===== config.mk =====
export PLATFORM = sky130hd
export DESIGN_NAME = arc_halt_run_seq
export DESIGN_NICKNAME = d
export VERILOG_FILES = /design/src/rtl/arc_halt_run_pkg.sv /design/src/rtl/arc_sync_2ff.sv /design/src/rtl/arc_halt_run_seq.sv
export SDC_FILE = /design/constraint.sdc
export NUM_CORES = 1
export LEC_CHECK = 0
export ABC_AREA = 1
export BUFFER_PORTS_ARGS = -buffer_cell sky130_fd_sc_hd__buf_2
export CORE_UTILIZATION = 51
export CTS_BUF_LIST = sky130_fd_sc_hd__clkbuf_16
export DETAILED_ROUTE_END_ITERATION = 7
export GPL_TIMING_DRIVEN = 0
export PLACE_DENSITY = 0.73
export SYNTH_ARGS = -nofsm -noshare
export SYNTH_HDL_FRONTEND = slang
export SYNTH_SLANG_ARGS = --single-unit
export TNS_END_PERCENT = 100

===== constraint.sdc =====
create_clock -name ref_clk -period 1.35 [get_ports ref_clk]
set_input_delay 0.135 -clock ref_clk [delete_from_list [all_inputs] [get_ports ref_clk]]
set_output_delay 0.135 -clock ref_clk [all_outputs]
set_load 0.01 [all_outputs]

===== src/rtl/arc_halt_run_pkg.sv =====
// Shared types for the ARC halt/run sequencer.
// State, requester and operation encodings plus counter widths.
package arc_halt_run_pkg;

    localparam int CNT_W  = 16;
    localparam int WAKE_W = 4;

    typedef enum logic [1:0] {
        S_IDLE,
        S_REQ,
        S_ACK_LOW,
        S_DONE
    } hr_state_e;

    typedef enum logic {
        RQ_DBG,
        RQ_PM
    } hr_who_e;

    typedef enum logic {
        OP_HALT,
        OP_RUN
    } hr_op_e;

    // True when the core is already in the state the op asks for.
    function automatic logic op_is_noop(hr_op_e op, logic halted);
        return (op == OP_HALT) ? halted : !halted;
    endfunction

endpackage


===== src/rtl/arc_sync_2ff.sv =====
// Two-flop synchronizer for a single level signal.
// Resets to 0 asynchronously.
module arc_sync_2ff (
    input  logic ref_clk,
    input  logic erst_n,
    input  logic d,
    output logic q
);

    logic meta;

    always_ff @(posedge ref_clk or negedge erst_n) begin
        if (!erst_n) begin
            meta <= 1'b0;
            q    <= 1'b0;
        end else begin
            meta <= d;
            q    <= meta;
        end
    end

endmodule


===== src/rtl/arc_halt_run_seq.sv =====
// Halt/run request sequencer between debug/PM hosts and the ARC core.
// Runs a 4-phase handshake with timeout and an independent wake pulse.
module arc_halt_run_seq
    import arc_halt_run_pkg::*;
#(
    parameter int TIMEOUT_CYCLES = 1024,
    parameter int WAKE_PULSE     = 4
) (
    input  logic ref_clk,
    input  logic erst_n,
    input  logic dbg_halt_req,
    input  logic dbg_run_req,
    input  logic pm_halt_req,
    input  logic pm_run_req,
    output logic dbg_done,
    output logic pm_done,
    output logic arc_halt_req_a,
    output logic arc_run_req_a,
    input  logic arc_halt_ack,
    input  logic arc_run_ack,
    input  logic sys_halt_r,
    input  logic sys_sleep_r,
    input  logic wake_req,
    output logic arc_wake_evt_a,
    input  logic err_clr,
    output logic err_timeout,
    output logic busy
);

    localparam logic [CNT_W-1:0]  CNT_LAST  = CNT_W'(TIMEOUT_CYCLES - 1);
    localparam logic [WAKE_W-1:0] WAKE_LAST = WAKE_W'(WAKE_PULSE - 1);

    logic halt_ack_s;
    logic run_ack_s;

    arc_sync_2ff u_sync_halt (
        .ref_clk (ref_clk),
        .erst_n  (erst_n),
        .d       (arc_halt_ack),
        .q       (halt_ack_s)
    );

    arc_sync_2ff u_sync_run (
        .ref_clk (ref_clk),
        .erst_n  (erst_n),
        .d       (arc_run_ack),
        .q       (run_ack_s)
    );

    hr_state_e        state;
    hr_who_e          who;
    hr_op_e           op;
    logic [CNT_W-1:0] phase_cnt;

    hr_who_e arb_who;
    hr_op_e  arb_op;
    logic    any_req;
    logic    ack_s;
    logic    cnt_last;

    always_comb begin
        arb_who = RQ_PM;
        arb_op  = OP_RUN;
        if (dbg_halt_req) begin
            arb_who = RQ_DBG;
            arb_op  = OP_HALT;
        end else if (dbg_run_req) begin
            arb_who = RQ_DBG;
            arb_op  = OP_RUN;
        end else if (pm_halt_req) begin
            arb_who = RQ_PM;
            arb_op  = OP_HALT;
        end
    end

    assign any_req  = dbg_halt_req | dbg_run_req | pm_halt_req | pm_run_req;
    assign ack_s    = (op == OP_HALT) ? halt_ack_s : run_ack_s;
    assign cnt_last = (phase_cnt == CNT_LAST);

    always_ff @(posedge ref_clk or negedge erst_n) begin
        if (!erst_n) begin
            state          <= S_IDLE;
            who            <= RQ_DBG;
            op             <= OP_HALT;
            phase_cnt      <= '0;
            arc_halt_req_a <= 1'b0;
            arc_run_req_a  <= 1'b0;
            dbg_done       <= 1'b0;
            pm_done        <= 1'b0;
            err_timeout    <= 1'b0;
            busy           <= 1'b0;
        end else begin
            dbg_done <= 1'b0;
            pm_done  <= 1'b0;
            // A timeout below overrides this clear in the same cycle.
            if (err_clr) begin
                err_timeout <= 1'b0;
            end
            unique case (state)
                S_IDLE: begin
                    if (any_req) begin
                        who       <= arb_who;
                        op        <= arb_op;
                        busy      <= 1'b1;
                        phase_cnt <= '0;
                        if (op_is_noop(arb_op, sys_halt_r)) begin
                            state    <= S_DONE;
                            dbg_done <= (arb_who == RQ_DBG);
                            pm_done  <= (arb_who == RQ_PM);
                        end else begin
                            state          <= S_REQ;
                            arc_halt_req_a <= (arb_op == OP_HALT);
                            arc_run_req_a  <= (arb_op == OP_RUN);
                        end
                    end
                end
                S_REQ: begin
                    phase_cnt <= phase_cnt + 16'd1;
                    if (ack_s) begin
                        state          <= S_ACK_LOW;
                        phase_cnt      <= '0;
                        arc_halt_req_a <= 1'b0;
                        arc_run_req_a  <= 1'b0;
                    end else if (cnt_last) begin
                        state          <= S_DONE;
                        arc_halt_req_a <= 1'b0;
                        arc_run_req_a  <= 1'b0;
                        err_timeout    <= 1'b1;
                        dbg_done       <= (who == RQ_DBG);
                        pm_done        <= (who == RQ_PM);
                    end
                end
                S_ACK_LOW: begin
                    phase_cnt <= phase_cnt + 16'd1;
                    if (!ack_s) begin
                        state    <= S_DONE;
                        dbg_done <= (who == RQ_DBG);
                        pm_done  <= (who == RQ_PM);
                    end else if (cnt_last) begin
                        state       <= S_DONE;
                        err_timeout <= 1'b1;
                        dbg_done    <= (who == RQ_DBG);
                        pm_done     <= (who == RQ_PM);
                    end
                end
                S_DONE: begin
                    state <= S_IDLE;
                    busy  <= 1'b0;
                end
                default: begin
                    state <= S_IDLE;
                    busy  <= 1'b0;
                end
            endcase
        end
    end

    // wake_left counts the pulse cycles still owed after the current one.
    logic [WAKE_W-1:0] wake_left;

    always_ff @(posedge ref_clk or negedge erst_n) begin
        if (!erst_n) begin
            arc_wake_evt_a <= 1'b0;
            wake_left      <= '0;
        end else if (wake_req && sys_sleep_r) begin
            arc_wake_evt_a <= 1'b1;
            wake_left      <= WAKE_LAST;
        end else if (arc_wake_evt_a) begin
            if (!sys_sleep_r || wake_left == '0) begin
                arc_wake_evt_a <= 1'b0;
            end else begin
                wake_left <= wake_left - 4'd1;
            end
        end
    end

endmodule

# Yosys cells after proc, flatten, opt, wreduce, memory -nomap -nowiden
# Index checks and enable logic that the tools add are counted.
# Widths: inputs -> output; s select.
[word_totals]
reg_bits = 35
in_bits = 12
out_inout_bits = 7
wordCells = 96
[classes]
addsub = 2
eq_ne = 8
n_mux = 49
n_bitwise = 6
reduce_logical = 15
[ops]
columns = ["operator", "n"]
rows = [
  ["$pmux 16 s3", 1],
  ["$mux 16", 2],
  ["$mux 1", 31],
  ["$add 16x1->16 const B", 1],
  ["$eq 16x10->1 const B", 1],
  ["$mux 4", 3],
  ["$mux 2", 5],
  ["$pmux 1 s2", 4],
  ["$pmux 2 s4", 1],
  ["$reduce_and 2->1", 4],
  ["$ne 2x2->1 const B", 3],
  ["$pmux 1 s3", 2],
  ["$reduce_bool 2->1", 3],
  ["$eq 2x2->1 const B", 2],
  ["$logic_not 4->1", 1],
  ["$reduce_and 4->1", 1],
  ["$sub 4x1->4 const B", 1],
  ["$ne 3x3->1 const B", 1],
  ["$not 1->1", 3],
  ["$or 1x1->1", 3],
  ["$reduce_bool 3->1", 1],
  ["$eq 2x1->1 const B", 1],
  ["$logic_not 1->1", 2],
  ["$logic_not 2->1", 1],
  ["other kinds (2)", 2],
]

# Longest topological paths before layout
[depth]
word_depth = 7
ltp_mapped = 10
depth_no_buf = 10

# Hierarchy
# Synthesis repeated with hierarchy kept, for this count alone.
[unflattened]
cells_unflattened = 272
area_unflattened_um2 = 2069.5
[modules_own_cells]
columns = ["mod", "instances", "cells_each", "area_per_inst_um2", "seq_area_each_um2"]
rows = [
  ["arc_halt_run_seq", 1, 268, 1969.4, 775.7],
  ["arc_sync_2ff", 2, 2, 50.0, 50.0],
]

# Worst setup path after synthesis
# Ideal clock, no wire load.
[synth_timing]
kind = "flip-flop to flip-flop"
startpoint = "register state[0]"
endpoint = "register phase_cnt[0]"
setup_ns = 0.126
t_arrival_ns = 1.379
t_required_ns = 1.224
path_slack_ns = -0.155
path_stages_with_launch = 9
path_buffers = 1
period_less_slack_ns = 1.505
cell_sequence = "dfrtp_1 inv_1 ha_1 nand4_4 nand2_4 inv_6 buf_8 a21oi_1 a21oi_1"
[synth_via]
elab_chain_len = 3
elab_cells_between_ends = 7
cone_classes = "eq/ne (3); mux (1); reduce/logical (3)"
[synth_lines]
columns = ["element", "line", "source"]
rows = [
  ["start, declared", "arc_halt_run_seq.sv:50", "hr_state_e state;"],
  ["start signal, assigned", "arc_halt_run_seq.sv:82", "state <= S_IDLE;"],
  ["start signal, assigned", "arc_halt_run_seq.sv:107", "state <= S_DONE;"],
  ["start signal, assigned", "arc_halt_run_seq.sv:111", "state <= S_REQ;"],
  ["$eq 2x2->1 (tied with other cells)", "arc_halt_run_seq.sv:99", "unique case (state)"],
  ["$reduce_bool 3->1 (no source line) or $ne 2x2->1 (tied branches)", "n/a", ""],
  ["$reduce_and 2->1 (no source line)", "n/a", ""],
  ["end signal, assigned", "arc_halt_run_seq.sv:118", "phase_cnt <= phase_cnt + 16'd1;"],
  ["end signal, assigned", "arc_halt_run_seq.sv:134", "phase_cnt <= phase_cnt + 16'd1;"],
  ["end, declared", "arc_halt_run_seq.sv:53", "logic [CNT_W-1:0] phase_cnt;"],
]
# Parallel ways exist; a longest one is shown, timed or not.
# A chain may end at the register's enable or synchronous reset.

# Worst setup path after layout
[layout_timing]
startpoint = "register state[0]"
endpoint = "register phase_cnt[10]"
# Same word-level chain as after synthesis.

==> results_dict.tcl <==
set metrics [dict create \
    antenna_found_initial 0 \
    powerDensity_nw_per_um2 1860 \
    routabilityCongestion 0.814 \
    fin_crit_sh_pct 111 \
    fp.dieW_um 65.7 \
    crit_type "reg2reg" \
    fin_crit_ns 1.49 \
    worstPathMaxFanout 10 \
    die_area_sq_um 4320 \
    cp_data_required_time_ns 1.55 \
    hold_slack_ns 0.0443 \
    finalWorstSetupSlack_ns -0.144 \
    start_kind "flop" \
    max_slew_margin_pct 47.8 \
    final_common_cell "nand2_1" \
    fp-row-count 22 \
    final_area_sq_um 2850 \
    placed_area_sq_um 2260 \
    drcViolationCount 0 \
    core_region_area_sq_um 3770 \
    power_uw 5310 \
    vias_per_cell 5.30 \
    wl_mm 5.26 \
    ys_types 26 \
    peakVddDrop_uv 1330 \
    yosys.area_share.simple_pct 35.0 \
    cts_inserted_buffers 5 \
    drive_gt1_share_pct 36.4 \
    hold_path_class "in2reg" \
    grt_use_total_pct 27.0 \
    antenna_cells 0 \
    insertion_delay_ns 0.28 \
    hold_path_depth 2 \
    synth-xor-area-share_pct 0 \
    postSynthCellCount 279 \
    drtAntennaViolNets 0 \
    clk_pin_slew_ns 0.05 \
    grt_max_degree 36 \
    cts_tree "yes" \
    finalClockSkew_ns 0.00677 \
    synth-seq-cells 35 \
    syn_to_final_growth_pct 37.5 \
    top_register "phase_cnt" \
    timing.fmax_mhz 669 \
    synthAdderAreaFrac_pct 4.23 \
    largest_reg_flops 16 \
    setup_tns_ns -1.76 \
    avgSynthCellArea_sq_um 7.42 \
    cap_violations 0 \
    p_leak_uw 0.00141 \
    largestRegisters "phase_cnt: 16 flops, wake_left: 4 flops, state: 2 flops" \
    drt_iter0_drc 110 \
    final_cell_mix "nand2_1 (66), inv_1 (37), dfrtp_1 (32)" \
    crit_arrival_ns 1.70 \
    dp_hpwl_mm 2.94 \
    boundaryPins 19 \
    synth.net_count 298 \
    grt_pass1_wl_mm 8.63 \
    firstDrtPassIters 4 \
    vias 2005 \
    muxShareOfSynthArea_pct 0 \
    hold_viol 0 \
    worst_pin_slew_ns 0.783 \
    synth_top_family_by_area "simple AND/OR/NAND/NOR gates" \
    reg2reg_depth 9 \
    clockBufferDepth 2 \
    synth_seq_area_share_pct 42.3 \
    status "finished with violations" \
    grt_overflow 0 \
    wire_per_inst_um 13.9 \
    finalMaxSlewViolations 0 \
    rsz0062_at_grt "yes" \
    violations "setup timing" \
    htree_num_levels 2 \
    endpoint_kind "flop" \
    cts_sinks 35 \
    port_buffers 18 \
    synth-compound-area-share_pct 8.46 \
    cts-root-buf "clkbuf_16" \
    start_util_pct 54.9 \
    nets 349 \
    synth_warnings 0 \
    first_global_vias 1961 \
    r2r_slack_ns -0.14 \
    final-setup-viol-count 21 \
    die_height_um 65.7 \
    syn_area_sq_um 2070 \
]
## critical path, cell delays in order, from the launching register on
cell and delay [ns]:
dfrtp_2 0.46, inv_4 0.10, ha_4 0.17, nand4_4 0.13
nand2_4 0.13, buf_6 0.16, nor2_1 0.05, nand2_1 0.06
nand2_1 0.05, nor2_1 0.10
## layer usage
layer	vias to the layer above	wire (um)	share of wire (%)	global-route usage (%)
met2	41	2680	51	46.3
li1	985	-	-	-
met4	0	129	2.5	10.1
met5	-	0	0	0
met3	13	212	4.0	6.42
met1	966	2230	42	32.5
## power breakdown
group          switching (uW)  internal, uW  leakage, uW
Combinational            1590          1250     0.000883
Sequential                150          1240     0.000455
Clock                     407           662    0.0000671
## synth_stat cells
| master | n | area, sq um |
|---|---|---|
| nor2_2 | 2 | 12.5 |
| inv_1 | 45 | 169 |
| a21oi_2 | 1 | 8.76 |
| nor2_1 | 33 | 124 |
| nand4_1 | 5 | 31.3 |
| nand2_4 | 2 | 22.5 |
| nand4_4 | 1 | 21.3 |
| nor2_4 | 2 | 22.5 |
| buf_6 | 1 | 11.3 |
| inv_6 | 1 | 8.76 |
| nand2_2 | 1 | 6.26 |
| nor3_1 | 2 | 10.0 |
| o21ai_0 | 11 | 55.1 |
| nand3_2 | 4 | 40.0 |
| o22ai_1 | 1 | 6.26 |
| a21oi_1 | 12 | 60.1 |
| ha_1 | 7 | 87.6 |
| inv_2 | 1 | 3.75 |
| nand2_1 | 76 | 285 |
| o21bai_1 | 5 | 37.5 |
| and2_1 | 1 | 6.26 |
| or2_2 | 2 | 12.5 |
| buf_8 | 1 | 15.0 |
| dfrtp_1 | 35 | 876 |
| o31ai_1 | 1 | 7.51 |
| nand3_1 | 26 | 130 |
## cell families (layout without fill, tap and decap cells)
kind of cell / after synthesis / count (layout)
AOI/OAI and AO/OA: 31 / 31
buffers and inverters: 49 / 100
adders and majority gates: 7 / 7
and+or+nand+nor: 157 / 157
DFF: 35 / 35
## final timing paths
check	from	end
setup / recovery	state[0]$_DFFE_PN0P_	phase_cnt[10]$_DFFE_PN0P_
hold / removal	err_clr	err_timeout$_DFF_PN0_
setup reg to reg	state[0]$_DFFE_PN0P_	phase_cnt[10]$_DFFE_PN0P_
hold reg to reg	u_sync_run.meta$_DFF_PN0_	u_sync_run.q$_DFF_PN0_
max in group asynchronous	erst_n	state[1]$_DFFE_PN0P_
min in group asynchronous	erst_n	phase_cnt[4]$_DFFE_PN0P_
## area by class of cell
cell class | count | area [sq um]
well taps | 48 | 60.1
repair buffers | 44 | 328
inverters | 47 | 189
fillers | 264 | 923
flip-flops and latches | 35 | 880
clock inverters | 2 | 8.76
plain buffers | 2 | 26.3
clock buffers | 5 | 125
multi-input cells | 195 | 1230
## per-stage QoR
stage          util, %  instances  worst slack (ns)
6_report          75.5        378            -0.144
5_1_grt           75.5        378            -0.222
4_1_cts           70.3        373           -0.0744
3_5_place_dp      59.9        345            -0.199
3_3_place_gp      59.9        345            -0.193
2_1_floorplan        -        279           -0.0222
## repair_timing
item / in CTS / in global routing
hold buffers: 3 / 0
setup buffers: 17 / 5
endpoints found under the setup margin: 23 / 26
gates cloned: 1 / 0
pin swaps: 9 / 17
resized for setup: 27 / 39
hold endpoints to repair: 37 / 0
(Power assumes the default switching activity.)
